--- src/rtl/adc_cmd_sequencer.sv ---
// adc_cmd_sequencer: queues 24-bit ADC serial-interface writes and sequences the
// ADC control channel codes (0xFF reset, 0x00 idle, 0x01 buffer, 0x02 issue).
// Ports: adc_clkinp/iStateReset (sync, active-high); iCmdData/iCmdWrite enqueue;
//   iGo starts a drain, iHwReset requests a reset pulse first, iClrErr clears
//   oOverflow; oControlComm/oSerialCmd drive the ADC control module; oCmdCount,
//   oCmdFull, oBusy, oDone (1-cycle pulse) and oOverflow (sticky) are status.
// Optional: define ADC_CMD_SEQ_AUTOSYNC_EN to insert a 0x04 SYNC code (BUF_HOLD
//   cycles, then 0x00 for GAP_HOLD) before completion of any non-empty run.
module adc_cmd_sequencer #(
  parameter int FIFO_DEPTH = 16,
  parameter int RESET_HOLD = 256,
  parameter int BUF_HOLD   = 128,
  parameter int ISSUE_HOLD = 1024,
  parameter int GAP_HOLD   = 128
) (
  input  logic                          adc_clkinp,
  input  logic                          iStateReset,
  input  logic [23:0]                   iCmdData,
  input  logic                          iCmdWrite,
  input  logic                          iGo,
  input  logic                          iHwReset,
  input  logic                          iClrErr,
  output logic [7:0]                    oControlComm,
  output logic [23:0]                   oSerialCmd,
  output logic [$clog2(FIFO_DEPTH):0]   oCmdCount,
  output logic                          oCmdFull,
  output logic                          oBusy,
  output logic                          oDone,
  output logic                          oOverflow
);

  localparam int AW = (FIFO_DEPTH > 1) ? $clog2(FIFO_DEPTH) : 1;
  localparam int CW = $clog2(FIFO_DEPTH) + 1;
  localparam logic [CW-1:0] DEPTH_C = CW'(FIFO_DEPTH);

  // A hold of 0 would never let the down-counter expire cleanly; clamp to 1.
  localparam logic [31:0] RST_H = (RESET_HOLD < 1) ? 32'd1 : 32'(RESET_HOLD);
  localparam logic [31:0] BUF_H = (BUF_HOLD   < 1) ? 32'd1 : 32'(BUF_HOLD);
  localparam logic [31:0] ISS_H = (ISSUE_HOLD < 1) ? 32'd1 : 32'(ISSUE_HOLD);
  localparam logic [31:0] GAP_H = (GAP_HOLD   < 1) ? 32'd1 : 32'(GAP_HOLD);

  typedef enum logic [3:0] {
    IDLE, HWRST, HWGAP, LOAD, ISSUE, GAP, FINISH
`ifdef ADC_CMD_SEQ_AUTOSYNC_EN
    , SYNC, SYNC_GAP
`endif
  } state_t;

`ifdef ADC_CMD_SEQ_AUTOSYNC_EN
  localparam state_t END_STATE = SYNC;
`else
  localparam state_t END_STATE = FINISH;
`endif

  state_t        state, state_nxt;
  logic [31:0]   hold_cnt;
  logic          pop;
  logic          hw_pend;
  logic          idle_done;

  // ---------------- command FIFO (first-word fall-through) ----------------
  logic [23:0]   mem [FIFO_DEPTH];
  logic [AW-1:0] wr_ptr, rd_ptr;
  logic [CW-1:0] count;
  logic          full, do_wr, do_pop;

  assign full   = (count == DEPTH_C);
  assign do_wr  = iCmdWrite & ~full;
  assign do_pop = pop & (count != '0);

  always_ff @(posedge adc_clkinp) begin
    if (do_wr) mem[wr_ptr] <= iCmdData;
  end

  always_ff @(posedge adc_clkinp) begin
    if (iStateReset) begin
      wr_ptr    <= '0;
      rd_ptr    <= '0;
      count     <= '0;
      oOverflow <= 1'b0;
    end else begin
      if (do_wr)  wr_ptr <= wr_ptr + AW'(1);
      if (do_pop) rd_ptr <= rd_ptr + AW'(1);
      case ({do_wr, do_pop})
        2'b10:   count <= count + CW'(1);
        2'b01:   count <= count - CW'(1);
        default: count <= count;
      endcase
      // A dropped write in the same cycle as a clear still leaves the flag set.
      oOverflow <= (oOverflow & ~iClrErr) | (iCmdWrite & full);
    end
  end

  // ---------------- sequencer FSM ----------------
  function automatic logic [31:0] hold_of(input state_t s);
    case (s)
      HWRST:    hold_of = RST_H;
      LOAD:     hold_of = BUF_H;
      ISSUE:    hold_of = ISS_H;
      HWGAP:    hold_of = GAP_H;
      GAP:      hold_of = GAP_H;
`ifdef ADC_CMD_SEQ_AUTOSYNC_EN
      SYNC:     hold_of = BUF_H;
      SYNC_GAP: hold_of = GAP_H;
`endif
      default:  hold_of = 32'd1;
    endcase
  endfunction

  logic hw_req, last;
  // A reset request arriving in the same cycle as iGo must still be honoured.
  assign hw_req = hw_pend | iHwReset;
  assign last   = (hold_cnt == 32'd0);

  always_comb begin
    state_nxt    = state;
    pop          = 1'b0;
    oControlComm = 8'h00;
    case (state)
      IDLE: begin
        if (iGo) begin
          if (hw_req) state_nxt = HWRST;
          else if (count != '0) begin
            state_nxt = LOAD;
            pop       = 1'b1;
          end
        end
      end
      HWRST: begin
        oControlComm = 8'hFF;
        if (last) state_nxt = HWGAP;
      end
      HWGAP, GAP: begin
        if (last) begin
          if (count != '0) begin
            state_nxt = LOAD;
            pop       = 1'b1;
          end else begin
            state_nxt = END_STATE;
          end
        end
      end
      LOAD: begin
        oControlComm = 8'h01;
        if (last) state_nxt = ISSUE;
      end
      ISSUE: begin
        oControlComm = 8'h02;
        if (last) state_nxt = GAP;
      end
`ifdef ADC_CMD_SEQ_AUTOSYNC_EN
      SYNC: begin
        oControlComm = 8'h04;
        if (last) state_nxt = SYNC_GAP;
      end
      SYNC_GAP: begin
        if (last) state_nxt = FINISH;
      end
`endif
      FINISH:  state_nxt = IDLE;
      default: state_nxt = IDLE;
    endcase
  end

  always_ff @(posedge adc_clkinp) begin
    if (iStateReset) begin
      state      <= IDLE;
      hold_cnt   <= 32'd0;
      oSerialCmd <= 24'd0;
      hw_pend    <= 1'b0;
      idle_done  <= 1'b0;
    end else begin
      state <= state_nxt;
      // Every state change reloads the single down-counter for the new state.
      if (state_nxt != state)  hold_cnt <= hold_of(state_nxt) - 32'd1;
      else if (hold_cnt != 0)  hold_cnt <= hold_cnt - 32'd1;
      // Popped word is latched on LOAD entry and held through LOAD+ISSUE.
      if (do_pop) oSerialCmd <= mem[rd_ptr];
      if (iHwReset)            hw_pend <= 1'b1;
      else if (state == HWRST) hw_pend <= 1'b0;
      // Empty run: report completion without leaving IDLE.
      idle_done <= (state == IDLE) & iGo & ~hw_req & (count == '0);
    end
  end

  assign oCmdCount = count;
  assign oCmdFull  = full;
  assign oBusy     = (state != IDLE);
  assign oDone     = (state == FINISH) | idle_done;

endmodule

--- config.mk ---
export PLATFORM = sky130hd
export DESIGN_NAME = adc_cmd_sequencer
export DESIGN_NICKNAME = d
export VERILOG_FILES = /design/src/rtl/adc_cmd_sequencer.sv
export SDC_FILE = /design/constraint.sdc
export NUM_CORES = 1
export LEC_CHECK = 0
export ABC_AREA = 0
export BUFFER_PORTS_ARGS = -buffer_cell sky130_fd_sc_hd__buf_2
export CORE_AREA = 2 2 186 188
export DETAILED_ROUTE_END_ITERATION = 8
export DIE_AREA = 0 0 188 190
export PLACE_DENSITY = 0.85
export SYNTH_ARGS = -nofsm -noshare
export SYNTH_HDL_FRONTEND = slang
export SYNTH_SLANG_ARGS = --single-unit
export TNS_END_PERCENT = 5
--- constraint.sdc ---
create_clock -name adc_clkinp -period 4.7 [get_ports adc_clkinp]
set_clock_uncertainty 0.2 [all_clocks]
set_input_delay 0.705 -clock adc_clkinp [delete_from_list [all_inputs] [get_ports adc_clkinp]]
set_output_delay 0.705 -clock adc_clkinp [all_outputs]
set_load 0.02 [all_outputs]
* Word level (Yosys, flattened, before mapping) *
Memory sizes are Yosys's and may differ from the RTL's. A register that Yosys moved wholly into a read port is not among the register bits.
Index checks and enable logic that the tools add are counted.

word-level totals
  word-level logic and storage cells = 79
  flip-flop bits (word level) = 52
  memory bits (writable) = 384
  memories = 1

memory list
  name  depth  bits a word  read ports  clocked after Yosys merged registers in  wr ports  RTL line  source
  mem   16     24           1           1                                        1         62        logic [23:0] mem [FIFO_DEPTH];

cells by class
  mux-type cells = 25
  equal/unequal tests = 15
  bitwise operators = 13
  reductions and logical operators = 11
  add/subtract/negate cells = 6

operator list
  operator                                             count
  two-way mux 32 bit                                   4
  subtractor 32 x 1 -> 32 bit, second input constant   2
  one-hot mux 11 bit (3 select lines)                  1
  logical NOT 32 bit                                   1
  nonzero test 32 bit                                  1
  two-way mux 4 bit                                    7
  one-hot mux 8 bit (3 select lines)                   1
  equality test 4 x 3 -> 1 bit, second input constant  5
  one-hot mux 4 bit (5 select lines)                   1
  equality test 4 x 2 -> 1 bit, second input constant  4
  one-hot mux 5 bit (2 select lines)                   1
  adder 4 x 1 -> 4 bit, second input constant          2
  equality test 4 x 1 -> 1 bit, second input constant  2
  two-way mux 1 bit                                    8
  AND 1 bit                                            7
  nonzero test 2 bit                                   3
  adder 5 x 1 -> 5 bit, second input constant          1
  equality test 5 bit, second input constant           1
  logical NOT 5 bit                                    1
  nonzero test 5 bit                                   1
  subtractor 5 x 1 -> 5 bit, second input constant     1
  logical NOT 4 bit                                    1
  inequality test 4 bit                                1
  nonzero test 4 bit                                   1
  other kinds (8)                                      12

* Longest topological paths before layout *
  depth in word-level cells = 12
  gate-level depth with buffers = 21
  gate-level depth less buffers = 16

* Worst setup path after synthesis *
No wires, ideal clock.

  path kind = register -> register
  from = register hold_cnt[14]
  to = register count[4], in the netlist oCmdCount[4]
  slack = -0.099 ns
  setup time = 0.070 ns
  cell stages (with the launch flop) = 22
  required time = 4.430 ns
  arrival = 4.528 ns
  path through = dfxtp_1 > or3_1 > buf_2 > or4_1 > buf_2 > or3_1 > buf_2 > or3_1 > nand2_1 > nand2_1 > inv_1 > buf_2 > buf_1 > ha_1 > inv_1 > fa_1 > inv_1 > a21o_1 > a21oi_1 > xnor2_1 > or3_1 > a21oi_1

on the way
  longest elaborated chain between the ends = 6
  elaborated cells on any way between the ends = 8

RTL lines
  item                                                                             RTL line  source
  from (decl)                                                                      56        logic [31:0] hold_cnt;
  from (signal assigned)                                                           175       if (state_nxt != state) hold_cnt <= hold_of(state_nxt) - 32'd1;
  from (signal assigned)                                                           176       else if (hold_cnt != 0) hold_cnt <= hold_cnt - 32'd1;
  logical NOT 32 bit *                                                             113       assign last = (hold_cnt == 32'd0);
  two-way mux 1 bit *                                                              134       if (last) begin
  one-hot mux 1 bit (2 select lines) *                                             119       case (state)
  AND 1 bit *                                                                      69        assign do_pop = pop & (count != '0);
  via do_pop                                                                       65        logic full, do_wr, do_pop;
  equality test 2 x 1 -> 1 bit / equality test 2 bit (equally long branches)       84        case ({do_wr, do_pop})
  one-hot mux 5 bit (2 select lines) / nonzero test 2 bit (equally long branches)  n/a
  to (signal assigned)                                                             85        2'b10: count <= count + CW'(1);
  to (signal assigned)                                                             86        2'b01: count <= count - CW'(1);
  to (signal assigned)                                                             87        default: count <= count;
  to (decl)                                                                        64        logic [CW-1:0] count;

The timed path passes the listed nets; every way through them passes the cells marked *.
A chain may end at the register's enable or synchronous reset.

* Final worst setup path *
  from = register hold_cnt[20]
  to = register hold_cnt[24]

on the way
  longest elaborated chain between the ends = 10
  elaborated cells on any way between the ends = 22

RTL lines
  item                                                                                 RTL line  source
  logical NOT 32 bit                                                                   113
  two-way mux 4 bit (on tied branches)                                                 n/a
  one-hot mux 4 bit (5 select lines)                                                   119
  equality test 4 x 3 -> 1 bit / equality test 4 x 2 -> 1 bit (equally long branches)  96        case (s)
  OR reduction 3 bit (no line)                                                         n/a
  one-hot mux 11 bit (3 select lines)                                                  96
  two-way mux 32 bit                                                                   175
  two-way mux 32 bit                                                                   166       if (iStateReset) begin
  subtractor 32 x 1 -> 32 bit                                                          175
  two-way mux 32 bit                                                                   175

Parallel ways exist; a longest one is shown, timed or not. The select of a mux whose other input is x is not followed.

==> impl_metrics.yaml <==
status:
  status: "finished clean"
critical_path:
  crit_path_end_kind: "flop"
  path_max_fanout: 13
  cp.arrival_ns: 4.74
  crit_path_start_kind: "flop"
  ff2ff_setup_slack_ns: 0.22
  reg2reg_from: "hold_cnt[20]"
  path_class: "reg2reg"
  crit_path_start: "hold_cnt[20]"
  cp.required_ns: 4.96
place:
  pre_cts_ws_ns: 0.173
  place_congestion: 0.841
  placed_area_sq_um: 19400
  hpwlAfterDp_um: 22700
  portBuffers: 70
floorplanning:
  dieHeight_um: 190
  start_util_pct: 54.2
  std_cell_rows: 68
  die_w_um: 188
  dieArea_sq_um: 35700
  core_area_sq_um: 33900
  ioPinCount: 71
clock_network:
  ctsHoldBuffers: 0
  post_cts_buffers: 0
  clkTransAtPathRegs_ns: 0.06
  cts-root-buf: "clkbuf_16"
  cts_tree: "built"
  ctsResizeCount: 0
  cts_max_path_buffers: 3
  cts_sinks: 460
  cts_buffers: 45
  htree_num_levels: 2
  clock_latency_ns: 0.56
detailed_routing:
  dr.pass1.iters: 5
  via_per_inst: 6.18
  route.detailed.drc: 0
  antenna_left: 0
  vias: 9999
  routed_wl_um: 41300
  drt_iter0_drc: 1102
  wl_per_cell_um: 25.5
grt:
  overflow: 0
  first_global_vias: 10200
  antenna_found_initial: 1
  track_usage_pct: 23.5
  grt_start_max_net_pins: 61
  grt_first_pass_wirelength_um: 62400
timing:
  hold-worst-slack_ns: 0.219
  setup_violations: 0
  slew_viol_final: 0
  setup_slack_ns: 0.218
  fmax_mhz: 223
  hold_viol: 0
  fin_crit_sh_pct: 95.4
  worst_pin_slew_ns: 1.15
  rsz0062_at_grt: "no"
  fin_tns_setup_ns: 0
  max-slew-margin-rel_pct: 23.1
  min_period_ns: 4.48
yosys:
  synth_cell_type_count: 63
  syn_nets: 1096
  synthFlopType: "edfxtp_1"
  syn_area_sq_um: 18400
  avgSynthCellArea_sq_um: 17.4
  synth-async-reset-ratio_pct: 0
  synth-seq-cells: 460
  ys_seq_area_share_pct: 70.9
  synth_warnings: 0
  syn_inst: 1055
  synth_edf_count: 384
pwr:
  switchingPower_mw: 2.03
  power.total_mw: 8.80
  seqPwrFrac_pct: 52.1
  max-vdd-ir-drop_mv: 0.364
  powerDensity_nw_per_um2: 423
  p_clk_share_pct: 38.9
  p_int_mw: 6.77
  switching_share_pct: 23.0
  combPwrFrac_pct: 9.0
  p_leak_nw: 6.68
cells_and_area:
  stdcell_area_sq_um: 20800
  nNetsFinal: 1170
  layout_common_cells: "384 x edfxtp_1, 120 x mux4_2, 78 x nand2_1"
  layout-drive-gt1-share_pct: 26.7
  area_growth_pct: 13.0
  diodes: 0
  final_common_cell: "edfxtp_1"
min_path:
  hold_path.class: "in2reg"
  hold_start: "iHwReset"
run:
  max_cap_viol_count: 0
[sequential cells by signal (all words and copies together), names as in the netlist]
signal and cells:
mem 384, hold_cnt 32, oSerialCmd 24, oCmdCount 5
rd_ptr 4, state 4, wr_ptr 4, hw_pend 1
idle_done 1, oOverflow 1
[critical path, stage by stage, from the launching register on]
cell and delay, ns:
dfxtp_1 0.36, or4_4 0.58, or4_1 0.47, or3_4 0.46
o311a_4 0.41, and2_1 0.18, mux2_2 0.28, mux2i_1 0.20
ha_1 0.25, o311ai_1 0.12, buf_4 0.21, or4_1 0.51
a31oi_1 0.18
[cells in the mapped netlist (all sizes together) (11+ instances only)]
library cell | count | share of area (%)
a21oi | 50 | 1.4
nor4 | 12 | 0.41
or3 | 11 | 0.37
inv | 18 | 0.37
o21ai | 16 | 0.44
dfxtp | 76 | 8.3
nand2 | 78 | 1.6
edfxtp | 384 | 63
mux4 | 120 | 15
nor2 | 59 | 1.2
buf | 26 | 0.71
clkbuf | 45 | 0.92
nor3 | 18 | 0.49
xor2 | 12 | 0.57
[routing by layer]
metal,wire [um],GRT usage (%),vias up
met5,9,0,-
met3,3220,3.74,99
met4,1290,8.69,2
met2,21300,40.3,504
li1,-,-,4347
met1,15400,30.8,5047
[worst paths after layout]
path	to	depth (start not counted)
min	hw_pend	3
max reg2reg	hold_cnt[24]	12
min reg2reg	oSerialCmd[21]	2
max	hold_cnt[24]	12
[per-stage QoR]
| step | cells | utilization (%) |
|---|---|---|
| 2_1_floorplan | 1055 | - |
| 3_3_place_gp | 1537 | 57.1 |
| 3_5_place_dp | 1537 | 57.1 |
| 4_1_cts | 1617 | 61.2 |
| 5_1_grt | 1617 | 61.2 |
| 6_report | 1617 | 61.2 |
[final cells by class]
class                      count  area, sq um
sequential                   460        13100
clock buffer                  58         1170
multi-input combinational    506         5110
tap                          455          569
fill                        2324        13200
clock inverter                22          209
timing repair buffer          98          598
inverter                      18         67.6
[power by group through the flow]
| stage | Combinational, mW | Sequential, mW | Clock [mW] |
|---|---|---|---|
| detailed placement | 0.768 | 4.67 | 0 |
| finish | 0.792 | 4.58 | 3.42 |
| floorplan | 0.532 | 4.65 | 0 |
| global route | 0.864 | 4.59 | 3.61 |
| global placement | 0.747 | 4.66 | 0 |
| CTS | 0.775 | 4.58 | 3.46 |
[cell families after synthesis]
logic type      count (synthesis)  synth area share, %
xor+xnor                       22                 1.05
other cells                     1               0.0204
buf+inv                        89                 1.99
mux                           127                 15.1
flops                         460                 70.9
fa+ha+maj                      11                0.789
compound gates                116                 4.13
simple gates                  229                 5.98
(Power assumes the default switching activity.)
